### src/rtl/sr_pulse_driver_if.sv
// ============================================================================
//  Module      : sr_pulse_driver_if
//  Description : Request/ack and latch drive/readback bundle for sr_pulse_driver.
//  Revision    : 1.0 - initial release
// ============================================================================
`default_nettype none

interface sr_pulse_driver_if;
    logic set_req;
    logic clr_req;
    logic ready;
    logic s;
    logic r;
    logic q_fb;
    logic _q_fb;
    logic done;
    logic fault;

    // Control logic plus the latch readback pins: drives requests and feedback.
    modport master (
        output set_req, clr_req, q_fb, _q_fb,
        input  ready, s, r, done, fault
    );

    modport slave (
        input  set_req, clr_req, q_fb, _q_fb,
        output ready, s, r, done, fault
    );
endinterface

`default_nettype wire

### src/rtl/sr_pulse_driver.sv
// ============================================================================
//  Module      : sr_pulse_driver
//  Description : Turns one-cycle set/clear requests into non-overlapping s/r
//                pulses for a NOR SR latch and confirms the flip via readback.
//  Revision    : 1.0 - initial release
// ============================================================================
`default_nettype none

module sr_pulse_driver #(
    parameter int PULSE_CYCLES   = 2,
    parameter int GAP_CYCLES     = 1,
    parameter int TIMEOUT_CYCLES = 8
) (
    input  logic             clk,
    input  logic             _reset,
    sr_pulse_driver_if.slave bus
);

    localparam int MAX_PG  = (PULSE_CYCLES > GAP_CYCLES) ? PULSE_CYCLES : GAP_CYCLES;
    localparam int MAX_ALL = (MAX_PG > TIMEOUT_CYCLES) ? MAX_PG : TIMEOUT_CYCLES;
    localparam int CW      = $clog2(MAX_ALL + 1);
    localparam int GAP_LOAD_I = (GAP_CYCLES > 0) ? GAP_CYCLES - 1 : 0;

    localparam logic [CW-1:0] C_INIT_LOAD    = CW'(PULSE_CYCLES);
    localparam logic [CW-1:0] C_PULSE_LOAD   = CW'(PULSE_CYCLES - 1);
    localparam logic [CW-1:0] C_TIMEOUT_LOAD = CW'(TIMEOUT_CYCLES - 1);
    localparam logic [CW-1:0] C_GAP_LOAD     = CW'(GAP_LOAD_I);

    typedef enum logic [2:0] {
        ST_INIT   = 3'd0,
        ST_IDLE   = 3'd1,
        ST_PULSE  = 3'd2,
        ST_VERIFY = 3'd3,
        ST_GAP    = 3'd4
    } state_t;

    state_t          state_q, state_d;
    logic [CW-1:0]   cnt_q, cnt_d;
    logic            target_q, target_d;
    logic            s_q, s_d;
    logic            r_q, r_d;
    logic            ready_q, ready_d;
    logic            done_q, done_d;
    logic            fault_q, fault_d;
    logic [1:0]      fb_meta_q, fb_meta_d;
    logic [1:0]      fb_sync_q, fb_sync_d;
    logic            match_q, match_d;

    logic [1:0]      w_expected;
    state_t          w_after_state;

    assign w_expected    = target_q ? 2'b10 : 2'b01;
    assign w_after_state = (GAP_CYCLES > 0) ? ST_GAP : ST_IDLE;

    always_comb begin
        state_d   = state_q;
        cnt_d     = cnt_q;
        target_d  = target_q;
        done_d    = 1'b0;
        fault_d   = fault_q;
        fb_meta_d = {bus.q_fb, bus._q_fb};
        fb_sync_d = fb_meta_q;
        // 00/11 can never equal the 10/01 target, so they never confirm.
        match_d   = (fb_sync_q == w_expected);

        case (state_q)
            ST_INIT: begin
                if (cnt_q != '0) begin
                    cnt_d = cnt_q - 1'b1;
                end else begin
                    state_d = w_after_state;
                    cnt_d   = C_GAP_LOAD;
                end
            end
            ST_IDLE: begin
                if (bus.set_req || bus.clr_req) begin
                    target_d = bus.set_req & ~bus.clr_req;
                    fault_d  = 1'b0;
                    state_d  = ST_PULSE;
                    cnt_d    = C_PULSE_LOAD;
                end
            end
            ST_PULSE: begin
                if (cnt_q != '0) begin
                    cnt_d = cnt_q - 1'b1;
                end else begin
                    state_d = ST_VERIFY;
                    cnt_d   = C_TIMEOUT_LOAD;
                end
            end
            ST_VERIFY: begin
                // A confirmed match holds VERIFY for the single done cycle.
                if (done_q) begin
                    state_d = w_after_state;
                    cnt_d   = C_GAP_LOAD;
                end else if (match_q) begin
                    done_d = 1'b1;
                end else if (cnt_q == '0) begin
                    fault_d = 1'b1;
                    state_d = w_after_state;
                    cnt_d   = C_GAP_LOAD;
                end else begin
                    cnt_d = cnt_q - 1'b1;
                end
            end
            ST_GAP: begin
                if (cnt_q != '0) begin
                    cnt_d = cnt_q - 1'b1;
                end else begin
                    state_d = ST_IDLE;
                end
            end
            default: begin
                state_d = ST_INIT;
                cnt_d   = C_INIT_LOAD;
            end
        endcase

        s_d     = (state_d == ST_PULSE) &  target_d;
        r_d     = (state_d == ST_INIT) | ((state_d == ST_PULSE) & ~target_d);
        ready_d = (state_d == ST_IDLE);
    end

    always_ff @(posedge clk or negedge _reset) begin
        if (!_reset) begin
            state_q   <= ST_INIT;
            // The partial cycle before the first edge is not counted, so INIT
            // still shows r=1 for PULSE_CYCLES full cycles after release.
            cnt_q     <= C_INIT_LOAD;
            target_q  <= 1'b0;
            s_q       <= 1'b0;
            r_q       <= 1'b1;
            ready_q   <= 1'b0;
            done_q    <= 1'b0;
            fault_q   <= 1'b0;
            fb_meta_q <= 2'b01;
            fb_sync_q <= 2'b01;
            match_q   <= 1'b0;
        end else begin
            state_q   <= state_d;
            cnt_q     <= cnt_d;
            target_q  <= target_d;
            s_q       <= s_d;
            r_q       <= r_d;
            ready_q   <= ready_d;
            done_q    <= done_d;
            fault_q   <= fault_d;
            fb_meta_q <= fb_meta_d;
            fb_sync_q <= fb_sync_d;
            match_q   <= match_d;
        end
    end

    assign bus.s     = s_q;
    assign bus.r     = r_q;
    assign bus.ready = ready_q;
    assign bus.done  = done_q;
    assign bus.fault = fault_q;

endmodule

`default_nettype wire

### src/flat_wrapper.sv
// flat-port wrapper written by rule: the top's interface ports become plain ports
module sr_pulse_driver_flat 
#(
    parameter int PULSE_CYCLES   = 2,
    parameter int GAP_CYCLES     = 1,
    parameter int TIMEOUT_CYCLES = 8
)
  (clk, _reset, bus_set_req, bus_clr_req, bus_q_fb, bus__q_fb, bus_ready, bus_s, bus_r, bus_done, bus_fault);
  sr_pulse_driver_if bus_i ();
  input  logic clk;
  input  logic _reset;
  input wire logic [$bits(bus_i.set_req)-1:0] bus_set_req;
  input wire logic [$bits(bus_i.clr_req)-1:0] bus_clr_req;
  input wire logic [$bits(bus_i.q_fb)-1:0] bus_q_fb;
  input wire logic [$bits(bus_i._q_fb)-1:0] bus__q_fb;
  output wire logic [$bits(bus_i.ready)-1:0] bus_ready;
  output wire logic [$bits(bus_i.s)-1:0] bus_s;
  output wire logic [$bits(bus_i.r)-1:0] bus_r;
  output wire logic [$bits(bus_i.done)-1:0] bus_done;
  output wire logic [$bits(bus_i.fault)-1:0] bus_fault;
  assign bus_i.set_req = bus_set_req;
  assign bus_i.clr_req = bus_clr_req;
  assign bus_i.q_fb = bus_q_fb;
  assign bus_i._q_fb = bus__q_fb;
  assign bus_ready = bus_i.ready;
  assign bus_s = bus_i.s;
  assign bus_r = bus_i.r;
  assign bus_done = bus_i.done;
  assign bus_fault = bus_i.fault;
  sr_pulse_driver #(.PULSE_CYCLES(PULSE_CYCLES), .GAP_CYCLES(GAP_CYCLES), .TIMEOUT_CYCLES(TIMEOUT_CYCLES)) u_core (.clk(clk), ._reset(_reset), .bus(bus_i));
endmodule
### config.mk
export PLATFORM = sky130hd
export DESIGN_NAME = sr_pulse_driver_flat
export DESIGN_NICKNAME = d
export VERILOG_FILES = /design/src/rtl/sr_pulse_driver_if.sv /design/src/rtl/sr_pulse_driver.sv /design/src/flat_wrapper.sv
export SDC_FILE = /design/constraint.sdc
export NUM_CORES = 1
export LEC_CHECK = 0
export ABC_AREA = 1
export BUFFER_PORTS_ARGS = -buffer_cell sky130_fd_sc_hd__buf_2
export CORE_AREA = 2 2 46 48
export DETAILED_ROUTE_END_ITERATION = 6
export DIE_AREA = 0 0 48 50
export PLACE_DENSITY_LB_ADDON = 0.12
export SYNTH_ARGS = -nofsm -noshare
export SYNTH_HDL_FRONTEND = slang
export SYNTH_SLANG_ARGS = --single-unit
### constraint.sdc
create_clock -name clk -period 1.8 [get_ports clk]
set_clock_uncertainty 0.15 [all_clocks]
set_input_delay 0.36 -clock clk [delete_from_list [all_inputs] [get_ports clk]]
set_output_delay 0.36 -clock clk [all_outputs]
set_load 0.02 [all_outputs]
# Yosys cells after proc, flatten, opt, wreduce, memory -nomap -nowiden
# Cells that the tools add are included.
# totals
ff_bits	18
latchBits	0
mem_bits_rw	0
romBits	0
in_bits	6
wordCells	66
mem_count	0
# classes
addsub	1
multipliers	0
div	0
order_cmp	0
n_eq_ne	13
shifts	0
n_mux	27
bitwise	6
n_reduce_logical	8
# ops
operator	count
$mux W4	7
$mux W3	7
$pmux W4 S5	1
$pmux W3 S5	1
$eq A3 B2 Y1 const B	3
$mux W1	9
$eq A3 B1 Y1 const B	2
$logic_not A3 Y1	2
$ne A2 B1 Y1 const B	3
$reduce_and A5 Y1	1
$logic_not A4 Y1	1
$ne A2 B2 Y1 const B	2
$reduce_bool A4 Y1	1
$sub A4 B1 Y4 const B	1
$and A1 B1 Y1	3
$eq A3 B3 Y1 const B	1
$ne A3 B2 Y1 const B	1
$reduce_and A3 Y1	1
$eq A2 B2 Y1	1
$mux W2	1
$not A1 Y1	2
$pmux W1 S2	1
$reduce_bool A2 Y1	1
$logic_or A1 B1 Y1	1
$or A1 B1 Y1	1

# Longest topological paths before layout
# logic_depth
depth_word	8
mapped_depth	11
ltp_nobuf	11

# Worst setup path after synthesis
# OpenSTA, ideal clock, no wires.
# synth_timing
path_type	register to register
from	register u_core.cnt_q[1]
to	register u_core.cnt_q[0]
setup_ns	0.119
arrival_ns	1.305
required_ns	1.531
slack_ns	0.226
stages_incl_launch_ff	9
path_buffers	0
cell_sequence	dfstp_2 -> inv_1 -> ha_1 -> nand2_2 -> nor2_4 -> nand2_2 -> nand3_1 -> a21oi_1 -> nand2_1
# synth_via
elab_chain_len	5
# synth_rtl
element	line_no	source
start: declaration	sr_pulse_driver.sv:38	logic [CW-1:0] cnt_q, cnt_d;
start signal: assignment	sr_pulse_driver.sv:141	cnt_q <= cnt_d;
$logic_not A4 Y1	sr_pulse_driver.sv:98	end else if (cnt_q == '0) begin
$mux W4	sr_pulse_driver.sv:98	
$mux W4	sr_pulse_driver.sv:96	end else if (match_q) begin
$mux W4	sr_pulse_driver.sv:93	if (done_q) begin
$pmux W4 S5	sr_pulse_driver.sv:66	case (state_q)
# Several ways; a longest one is shown, not always the timed one. The select of a mux whose other input is x is not followed.
# A chain may end at the register's enable or synchronous reset.

# Final worst setup path
# layout_timing
from	register u_core.cnt_q[1]
to	register u_core.cnt_q[3]
# layout_via
elab_chain_len	5
# layout_rtl
element	line_no
$sub A4 B1 Y4 / $logic_not A4 Y1 (equally long branches)	n/a
$mux W4	sr_pulse_driver.sv:98
$mux W4	sr_pulse_driver.sv:96
$mux W4	sr_pulse_driver.sv:93
$pmux W4 S5	sr_pulse_driver.sv:66
# Several ways; a longest one is shown, not always the timed one. The select of a mux whose other input is x is not followed.

==> impl_metrics.ini <==
[outcome]
status = finished clean

[synth]
synth_cells = 118
yosys-top-cells-area = dfrtp_1, dfstp_2, nand2_1
synth_edf_count = 0
syn-num-nets = 125
synth.distinct_cells = 21
netlist_area_um2 = 972
synth-main-ff-cell = dfrtp_1
ys.warnings.count = 0
synth_xor_xnor_area_share_pct = 0.901
synth_compound_area_share_pct = 4.89
synthMuxAreaShare_pct = 0
synth_top_family_by_area = simple AND/OR/NAND/NOR gates
yosysTopAreaCell = dfrtp_1
async_flop_share_pct = 100
ys_ff_latch = 18
synth-seq-area-share_pct = 46.8
avgSynthCellArea_um2 = 8.24
synth_fa_ha_area_share_pct = 1.29
synth_simple_gate_area_share_pct = 37.6
netlist.area_leader.share_pct = 36.0

[floorplan]
design.core.area_um2 = 1900
die_w_um = 48
io_pins = 11
die_h_um = 50
dieArea_um2 = 2400
rows = 16
initial_core_util_pct = 51.1

[detailed_routing]
firstDrtPassIters = 4
drtIter0Drc = 21
drc = 0
vias = 722
postRouteAntennaNets = 0
viasPerCell = 4.48
avgRoutedWirePerCell_um = 10.6
routed_wl_um = 1710

[cells_and_area]
nNetsFinal = 142
final_common_cell = nand2_1
syn_to_final_growth_pct = 15.2
fin_util_pct = 58.9
stdcell_count = 161
multi_input_area_um2 = 442
drive_above_1_share_pct = 35.8
seq_area_um2 = 455
diodes = 0
most-common-layout-cells = nand2_1, inv_1, nor2_1, dfrtp_1, buf_2
fillers = 190

[pwr]
p_leak_nw = 0.630
clkPwrFrac_pct = 12.6
irDropWorstVdd_v = 0.000873
combPwrFrac_pct = 53.8
p_sw_mw = 0.867
p_int_mw = 1.05
power_frac_seq_pct = 33.6
p_sw_share_pct = 45.2
powerDensity_nw_per_um2 = 1710
power_mw = 1.92

[timing]
hold_viol_final = 0
period_share_pct = 91.1
slew_headroom_pct = 75.0
report.final.slew_viol_count = 0
timing.fmax_ghz = 0.610
rsz0062_at_grt = false
min_period_ps = 1640
fin_hold_ws_ps = 27.1
tightest_slew_ps = 374
setup_violations = 0
setup-tns-final_ps = 0

[critical_path]
required_ps = 1840
critPathMaxStageDelay_ps = 530
timing.rr.start = u_core.cnt_q[1]
cp-start-kind = flip-flop
end_kind = flip-flop
critPathMaxFanout = 4
cp-startpoint = u_core.cnt_q[1]
slowest_stage = dfstp_2
path_cells = inv_1 -> ha_2 -> nand2_2 -> nor2_4 -> nand2_2 -> nand2_4 -> nor2_4 -> nand2_1 -> nand2_1 -> inv_1
crit_arrival_ps = 1680
worstSetupPathType = flip-flop to flip-flop

[flow_run]
drv_cap = 0

[clock_network]
numCtsBuffers = 3
clkTransAtPathRegs_ps = 100
cts_buffer_depth = 2
root_buffer = clkbuf_4
h-tree-depth = 1
post-cts-setup-buffer-count = 0
tritoncts = done
clkLatencyLatePin_ps = 280
cts.sinks = 18

[global_routing]
grt_overflow_total = 0
grt_max_degree = 19
track_usage_pct = 17.3
antenna_found_initial = 0
grt_pass1_wl_um = 2920
grt_pass1_vias = 681

[place]
place_inst = 155
gp_congestion = 0.893
port_buffers = 10
dp.final_hpwl_um = 1390

[worst_hold_path]
min_from = bus_q_fb
hold_class = input pin to flip-flop
## Yosys cell counts, types with 3 or more instances
master	n
nand2_1	24
inv_1	16
nor2_1	16
dfrtp_1	14
nand2_2	8
inv_2	5
nand3_1	5
dfstp_2	4
nand2_4	4
nand3_2	3
nor2_2	3
nor2_4	3
o21ai_0	3
## state kept, by name, indices dropped and copies added (netlist names)
register          cells
u_core.state_q        3
u_core.bus.done       1
u_core.target_q       1
u_core.bus.fault      1
u_core.bus.s          1
u_core.fb_meta_q      2
u_core.fb_sync_q      2
u_core.bus.ready      1
u_core.bus.r          1
u_core.cnt_q          4
u_core.match_q        1
## layout make-up
class	instances	area share [%]
Tap cell	27	3.02
Multi-Input combinational cell	78	39.4
Clock buffer	4	3.24
Sequential cell	18	40.7
Inverter	22	7.37
Timing Repair Buffer	12	6.26
## critical path: cells and delay by family, from the launching register on
family        cells  cell delay [ps]
fa+ha+maj         1              200
buf+inv           2               90
simple gates      7              580
flops             1              530
## final timing paths
kind	endpoint	slack, ps	cells after the start
max	u_core.cnt_q[3]	160	10
min	u_core.fb_meta_q[1]	30	1
max reg2reg	u_core.cnt_q[3]	160	10
min reg2reg	u_core.fb_sync_q[1]	210	0
max in group asynchronous	u_core.fb_meta_q[0]	830	2
min in group asynchronous	u_core.bus.done	360	2
## power by group through the flow
stage                     registers, mW  logic, mW  clock network [mW]
final                             0.644       1.03               0.242
after global routing              0.661       1.17               0.273
after CTS                         0.643       1.04               0.253
after detailed placement          0.651       1.03                   0
after global placement            0.648       1.01                   0
after floorplan                   0.686      0.781                   0
## metrics by stage
step | worst slack, ps | instance area [um2]
after floorplan | 226 | 972
after global placement | 134 | 1060
after detailed placement | 124 | 1060
after CTS | 105 | 1100
after global routing | 27.7 | 1120
final | 160 | 1120
## layer usage
metal  vias to the layer above  GRT usage [%]  share of wire [%]
met5                         -              0                  0
met1                       319           27.1                 52
met3                         2           3.30                2.6
met2                        12           23.6                 45
li1                        389              -                  -
met4                         0           5.41               0.82
## timing repair
action,CTS,global route
resized for setup,0,2
hold buffers,1,1
endpoints found under the hold margin,14,1
endpoints found under the setup margin,0,3
## kinds of logic after synthesis
| logic type | count (synthesis) |
|---|---|
| flops | 18 |
| xor+xnor | 1 |
| simple gates | 68 |
| fa+ha+maj | 1 |
| compound gates | 8 |
| buf+inv | 22 |
Power figures use the tool's default switching activity.
